`config.mk`:
```
export PLATFORM = sky130hd
export DESIGN_NAME = octree_sram_port_ctrl
export DESIGN_NICKNAME = d
export VERILOG_FILES = /design/src/rtl/octree_sram_port_ctrl.sv
export SDC_FILE = /design/constraint.sdc
export NUM_CORES = 1
export LEC_CHECK = 0
export ABC_AREA = 0
export ABC_CLOCK_PERIOD_IN_PS = 7200
export CORE_ASPECT_RATIO = 1.5
export CORE_MARGIN = 3
export CORE_UTILIZATION = 35
export DETAILED_ROUTE_END_ITERATION = 10
export DONT_BUFFER_PORTS = 1
export PLACE_DENSITY = 0.53
export RECOVER_POWER = 100
export SKIP_LAST_GASP = 1
export SLEW_MARGIN = 5
export SYNTH_ARGS = -nofsm -noshare
export SYNTH_HDL_FRONTEND = slang
export SYNTH_SLANG_ARGS = --single-unit
```
`constraint.sdc`:
```
create_clock -name clk -period 7.2 [get_ports clk]
set_clock_uncertainty 0.05 [all_clocks]
set_input_delay 1.44 -clock clk [delete_from_list [all_inputs] [get_ports clk]]
set_output_delay 1.44 -clock clk [all_outputs]
set_load 0.01 [all_outputs]
```
`src/rtl/octree_sram_port_ctrl.sv`:
```
// -----------------------------------------------------------------------------
// octree_sram_port_ctrl
//
// Request-side controller for the 1024x32 dual-port SRAM macro in the octree
// node store.
//   - After reset, zero-fills words 0..DEPTH-1 through macro port B, one word
//     per cycle.
//   - Then serves one valid/ready request stream (masked write or read) on
//     macro port A.
//   - Read data returns through a small response FIFO. Requests are accepted
//     only while a FIFO slot is guaranteed, so consumer backpressure can never
//     drop a word.
//
// Ports
//   clk, rst                       single clock, synchronous active-high reset
//   req_valid/req_ready            request handshake
//   req_we/req_addr/req_wdata/req_wmask
//                                  request payload (wmask bit 1 = write bit)
//   rsp_valid/rsp_ready/rsp_rdata  read response stream, in request order
//   init_done                      high from the first cycle after zero-fill
//   sram_mea/wea/adra/da/wema      macro port A controls, sram_qa port A data
//   sram_meb/web/adrb/db/wemb      macro port B controls (zero-fill only)
//   sram_test1/rme/ls/rm           macro test and margin pins, tied off
// -----------------------------------------------------------------------------
module octree_sram_port_ctrl #(
  parameter int ADDR_W        = 10,
  parameter int DATA_W        = 32,
  parameter int DEPTH         = 1024,
  parameter int RSP_DEPTH     = 3,
  parameter bit INIT_ON_RESET = 1'b1
) (
  input  logic              clk,
  input  logic              rst,
  // request stream
  input  logic              req_valid,
  output logic              req_ready,
  input  logic              req_we,
  input  logic [ADDR_W-1:0] req_addr,
  input  logic [DATA_W-1:0] req_wdata,
  input  logic [DATA_W-1:0] req_wmask,
  // response stream
  output logic              rsp_valid,
  input  logic              rsp_ready,
  output logic [DATA_W-1:0] rsp_rdata,
  output logic              init_done,
  // macro port A
  output logic              sram_mea,
  output logic              sram_wea,
  output logic [ADDR_W-1:0] sram_adra,
  output logic [DATA_W-1:0] sram_da,
  output logic [DATA_W-1:0] sram_wema,
  input  logic [DATA_W-1:0] sram_qa,
  // macro port B
  output logic              sram_meb,
  output logic              sram_web,
  output logic [ADDR_W-1:0] sram_adrb,
  output logic [DATA_W-1:0] sram_db,
  output logic [DATA_W-1:0] sram_wemb,
  // macro test pins
  output logic              sram_test1,
  output logic              sram_rme,
  output logic              sram_ls,
  output logic [3:0]        sram_rm
);

  localparam int PTR_W = (RSP_DEPTH > 1) ? $clog2(RSP_DEPTH) : 1;
  localparam int CNT_W = $clog2(RSP_DEPTH + 1);

  localparam logic [ADDR_W-1:0] LAST_ADDR  = ADDR_W'(DEPTH - 1);
  localparam logic [PTR_W-1:0]  PTR_LAST   = PTR_W'(RSP_DEPTH - 1);
  localparam logic [CNT_W:0]    CREDIT_MAX = (CNT_W + 1)'(RSP_DEPTH);

  typedef enum logic {
    S_INIT,
    S_RUN
  } state_t;

  state_t              state;
  logic [ADDR_W-1:0]   fill_cnt;
  logic                rd_pending;   // a read was issued last cycle; sram_qa is valid now
  logic [DATA_W-1:0]   fifo_mem [RSP_DEPTH];
  logic [PTR_W-1:0]    wr_ptr;
  logic [PTR_W-1:0]    rd_ptr;
  logic [CNT_W-1:0]    fifo_count;
  logic [ADDR_W-1:0]   adra_q;
  logic [DATA_W-1:0]   da_q;
  logic [DATA_W-1:0]   wema_q;

  logic                accept;
  logic                push;
  logic                pop;
  logic [CNT_W:0]      credits_used;

  // A slot is reserved for every read in flight, so the credit check uses
  // only registered state and never looks at rsp_ready.
  assign credits_used = {1'b0, fifo_count} + {{CNT_W{1'b0}}, rd_pending};
  assign req_ready    = ~rst && (state == S_RUN) && (credits_used < CREDIT_MAX);
  assign accept       = req_valid && req_ready;

  assign rsp_valid    = ~rst && (fifo_count != '0);
  assign rsp_rdata    = fifo_mem[rd_ptr];
  assign push         = rd_pending;
  assign pop          = rsp_valid && rsp_ready;

  // Port A follows the request in the same cycle; when idle, address and
  // data hold their last accepted values to avoid toggling the macro pins.
  assign sram_mea     = accept;
  assign sram_wea     = accept && req_we;
  assign sram_adra    = accept ? req_addr  : adra_q;
  assign sram_da      = accept ? req_wdata : da_q;
  assign sram_wema    = accept ? req_wmask : wema_q;

  // Port B is only used for the zero-fill.
  assign sram_meb     = ~rst && (state == S_INIT);
  assign sram_web     = sram_meb;
  assign sram_adrb    = fill_cnt;
  assign sram_db      = '0;
  assign sram_wemb    = '1;

  assign sram_test1   = 1'b0;
  assign sram_rme     = 1'b0;
  assign sram_ls      = 1'b0;
  assign sram_rm      = 4'b0000;

  // NOTE: sequential state uses non-blocking assignments only, and the
  // synchronous reset lives inside the clocked block as its first branch.
  always_ff @(posedge clk) begin
    if (rst) begin
      state      <= INIT_ON_RESET ? S_INIT : S_RUN;
      fill_cnt   <= '0;
      init_done  <= 1'b0;
      rd_pending <= 1'b0;
      wr_ptr     <= '0;
      rd_ptr     <= '0;
      fifo_count <= '0;
      adra_q     <= '0;
      da_q       <= '0;
      wema_q     <= '0;
    end else begin
      if (state == S_INIT) begin
        fill_cnt <= fill_cnt + ADDR_W'(1);
        if (fill_cnt == LAST_ADDR) begin
          state     <= S_RUN;
          init_done <= 1'b1;
        end
      end else begin
        init_done <= 1'b1;
      end

      rd_pending <= accept && !req_we;

      if (accept) begin
        adra_q <= req_addr;
        da_q   <= req_wdata;
        wema_q <= req_wmask;
      end

      if (push) begin
        wr_ptr <= (wr_ptr == PTR_LAST) ? '0 : wr_ptr + PTR_W'(1);
      end
      if (pop) begin
        rd_ptr <= (rd_ptr == PTR_LAST) ? '0 : rd_ptr + PTR_W'(1);
      end

      // Simultaneous push and pop leaves the occupancy unchanged.
      case ({push, pop})
        2'b10:   fifo_count <= fifo_count + CNT_W'(1);
        2'b01:   fifo_count <= fifo_count - CNT_W'(1);
        default: fifo_count <= fifo_count;
      endcase
    end
  end

  // NOTE: FIFO storage is deliberately not reset; the pointers and count
  // define which entries are live, so stale contents are never presented.
  always_ff @(posedge clk) begin
    if (push) begin
      fifo_mem[wr_ptr] <= sram_qa;
    end
  end

endmodule
```
==> summary.txt <==
Status
  • Status: complete, but fails checks
  • Violations in the final reports: max-capacitance violations, max-slew violations

Critical path
  • Worst reg-to-reg path cell count: 7
  • Worst setup path category: reg2out
  • R2R Path End: wema_q[2]$_SDFF_PP0_
  • CP Data Arrival Time: ~4000 ps
  • Largest stage delay, worst path: roughly 840 ps
  • CP top delay family: buffers and inverters
  • Worst setup SP type: flip-flop
  • Worst-path fanout max: 89
  • FF-to-FF Start: fifo_count[0]$_SDFFE_PP0P_
  • Required @ worst endpoint: between 5000 and 6000 ps
  • Reg2reg setup slack: roughly 3300 ps
  • Cell Chain, Critical Path: ha_1, ha_1, nand2_2, buf_4, and2_4, clkbuf_1, o21ai_0
  • CP Buf/Inv Count: 2
  • CP Capture Type: output pin
  • Slowest CP cell: and2_4
  • Most used cell, CP: ha_1

Synthesis
  • Area share of the largest cell type after synthesis: 0.335
  • Avg Cell Area, Syn: 10.9 µm²
  • Mapped cell area: 8600 µm²
  • Most used DFF post-synth: edfxtp_1
  • Number of synthesized register bits: approximately 190
  • Ys Warns: 0
  • Commonest cells in the netlist: o21ai_0, edfxtp_1, dfxtp_1
  • Dominant cell type by area after synthesis: edfxtp_1
  • Count leader, synth: o21ai_0
  • Fraction of registers with async set/reset: 0
  • Register area share after synthesis: 0.557
  • Yosys cell types: 36
  • Synth top area cells: edfxtp_1, dfxtp_1, o31ai_2
  • Mapped Cells: 787
  • Number of synthesized flops with an enable pin: 96

Detailed routing
  • DRT iter0 DRCs: 147
  • DRC Markers: 0
  • Drt pass-1 iters: 4
  • Total number of vias: approximately 5.2k
  • DR WL/cell: roughly 17 µm
  • Vias/cell: 4.82
  • Routed WL: 18.2 mm
  • Remaining antenna violation count: 0

STA
  • Max-slew violation count: 130
  • RSZ-0062 raised after global routing: false
  • Max Fclk: 0.180 GHz
  • Hold_ws: 415 ps
  • Max-Slew Margin vs Limit: -1.02
  • Final worst path period share: 0.771
  • Worst Slack Setup Final: 1650 ps
  • Fin crit period: 5550 ps
  • Setup violators final: 0
  • Final hold viol count: 0
  • TNS Setup: 0 ps
  • Slew @ Worst Pin: approximately 3000 ps

Layout
  • Final net count: 869
  • Inserted Diodes: 0
  • Fin cells: about 1.1k
  • Register area: 4790 µm²
  • Multi-input gate area: 2810 µm²
  • Post-route cell area: 8890 µm²
  • Fillers: about 2.4k
  • Area Growth Syn to Fin: 3.45%
  • Fin util: 0.372
  • Share of layout cells above drive strength 1: 0.0939

Clock network
  • Post_cts resized: 0
  • CTS Buf Count: 17
  • Maximum clock path buffer count: 2
  • CTS tree: done
  • Clock Pin Slew Worst Setup and Hold Paths: ~70 ps
  • CTS root buf: clkbuf_16
  • Worst skew pair latency: 430 ps
  • CTS Hold Buffers Added: 0
  • Clk sinks: 191
  • H-tree levels: 4
  • Postcts setup bufs: 0

GRT
  • Largest net degree at the start of global routing: 96
  • Vias in the first global route: 5,155
  • All-layer global routing usage: 0.134
  • First-pass GRT wire length: approximately 28 mm
  • Initial antenna violation count: 0
  • Global route overflow: 0

Floorplan
  • Rows: 69
  • Die Ht: about 200 µm
  • Die area: 26,500 µm²
  • # IOs: 305
  • Die W: 134 µm
  • Core area: 23,900 µm²
  • Initial core utilization: 0.359

Placement
  • Placed insts: 1,054
  • Number of port buffers: 0
  • GPL Wtd Cong: 0.720
  • Dpl cell area: between 8000 and 9000 µm²
  • Dpl ws: 2430 ps
  • Detailed Place HPWL: roughly 12 mm

Power
  • Internal power: 1.63 mW
  • Psw: 0.455 mW
  • Comb power frac: 0.011
  • Max VDD drop: 0.146 mV
  • P per Cell Area: 235 nW/µm²
  • Leak pwr: approximately 2.9 nW
  • Tot Pwr: 2.09 mW
  • Sw Ratio: 0.218
  • Clk pwr share: 0.441
  • Reg power frac: 0.548

Worst hold path
  • Worst hold endpoint: wema_q[20]$_SDFF_PP0_
  • Hold Crit Class: reg2reg
  • Min-delay src: wema_q[20]$_SDFF_PP0_
  • Worst hold path depth: 2

Job
  • Max-Cap Viols: 4
-- sequential cells by signal, summed over array words and instances, names as in the netlist, named ones only --
register,cells
fifo_mem,96
da_q,32
wema_q,32
adra_q,10
sram_adrb,10
fifo_count,2
rd_ptr,2
wr_ptr,2
init_done,1
push,1
state,1
-- layout by cell type, fill, tap and decap left out, drive strengths merged, types with 5 or more instances in the layout --
cell type / count
o21ai: 109
edfxtp: 96
dfxtp: 95
inv: 84
o31ai: 77
nand3: 75
conb: 71
nand2: 39
mux2i: 33
clkbuf: 21
nor2: 11
a21oi: 9
clkinv: 5
-- tightest hold or removal path, stage by stage, from the launching register on --
cell and delay (ps):
dfxtp_1 300, inv_1 60, o31ai_1 70
-- worst max path at each step --
stage | to | slack [ps] | startpoint | depth (start not counted)
3_5_place_dp | sram_da[7] | 2430 | rst | 4
4_1_cts | sram_da[7] | 2040 | fifo_count[0]$_SDFFE_PP0P_ | 7
5_1_grt | sram_da[7] | 1300 | fifo_count[0]$_SDFFE_PP0P_ | 7
6_report | sram_da[7] | 1650 | fifo_count[0]$_SDFFE_PP0P_ | 7
3_3_place_gp | sram_adra[0] | 2420 | rst | 4
2_1_floorplan | sram_adra[0] | 3190 | rst | 6
-- cells by family after synthesis --
kind of cell,Yosys count,share of synthesized area
compound gates,200,0.179
flops,191,0.557
buf+inv,204,0.129
simple gates,147,0.0841
other cells,2,0.000874
xor+xnor,6,0.00611
mux,33,0.0384
fa+ha+maj,4,0.00582
-- metal layers --
layer / GRT usage / up-vias / wire (µm)
met5: 0 / - / 0
met2: 0.228 / 210 / 9270
met3: 0.0613 / 22 / 1850
met1: 0.144 / 2440 / 6760
li1: - / 2561 / -
met4: 0.0538 / 0 / 363
-- layout make-up --
class	count	area share
timing repair buffer	6	0.00338
inverter	77	0.0325
tap	319	0.0449
multi-input combinational	461	0.316
clock buffer	17	0.0478
sequential	191	0.538
clock inverter	15	0.0167
-- power groups by stage --
stage / Clock, mW / Combinational [mW] / Sequential (mW)
after floorplan: 0 / 0.0593 / 1.17
after global placement: 0 / 0.0208 / 1.17
after detailed placement: 0 / 0.0210 / 1.17
after CTS: 0.959 / 0.0210 / 1.14
after global routing: 0.993 / 0.0248 / 1.14
final: 0.920 / 0.0222 / 1.14
(Power assumes the default switching activity.)
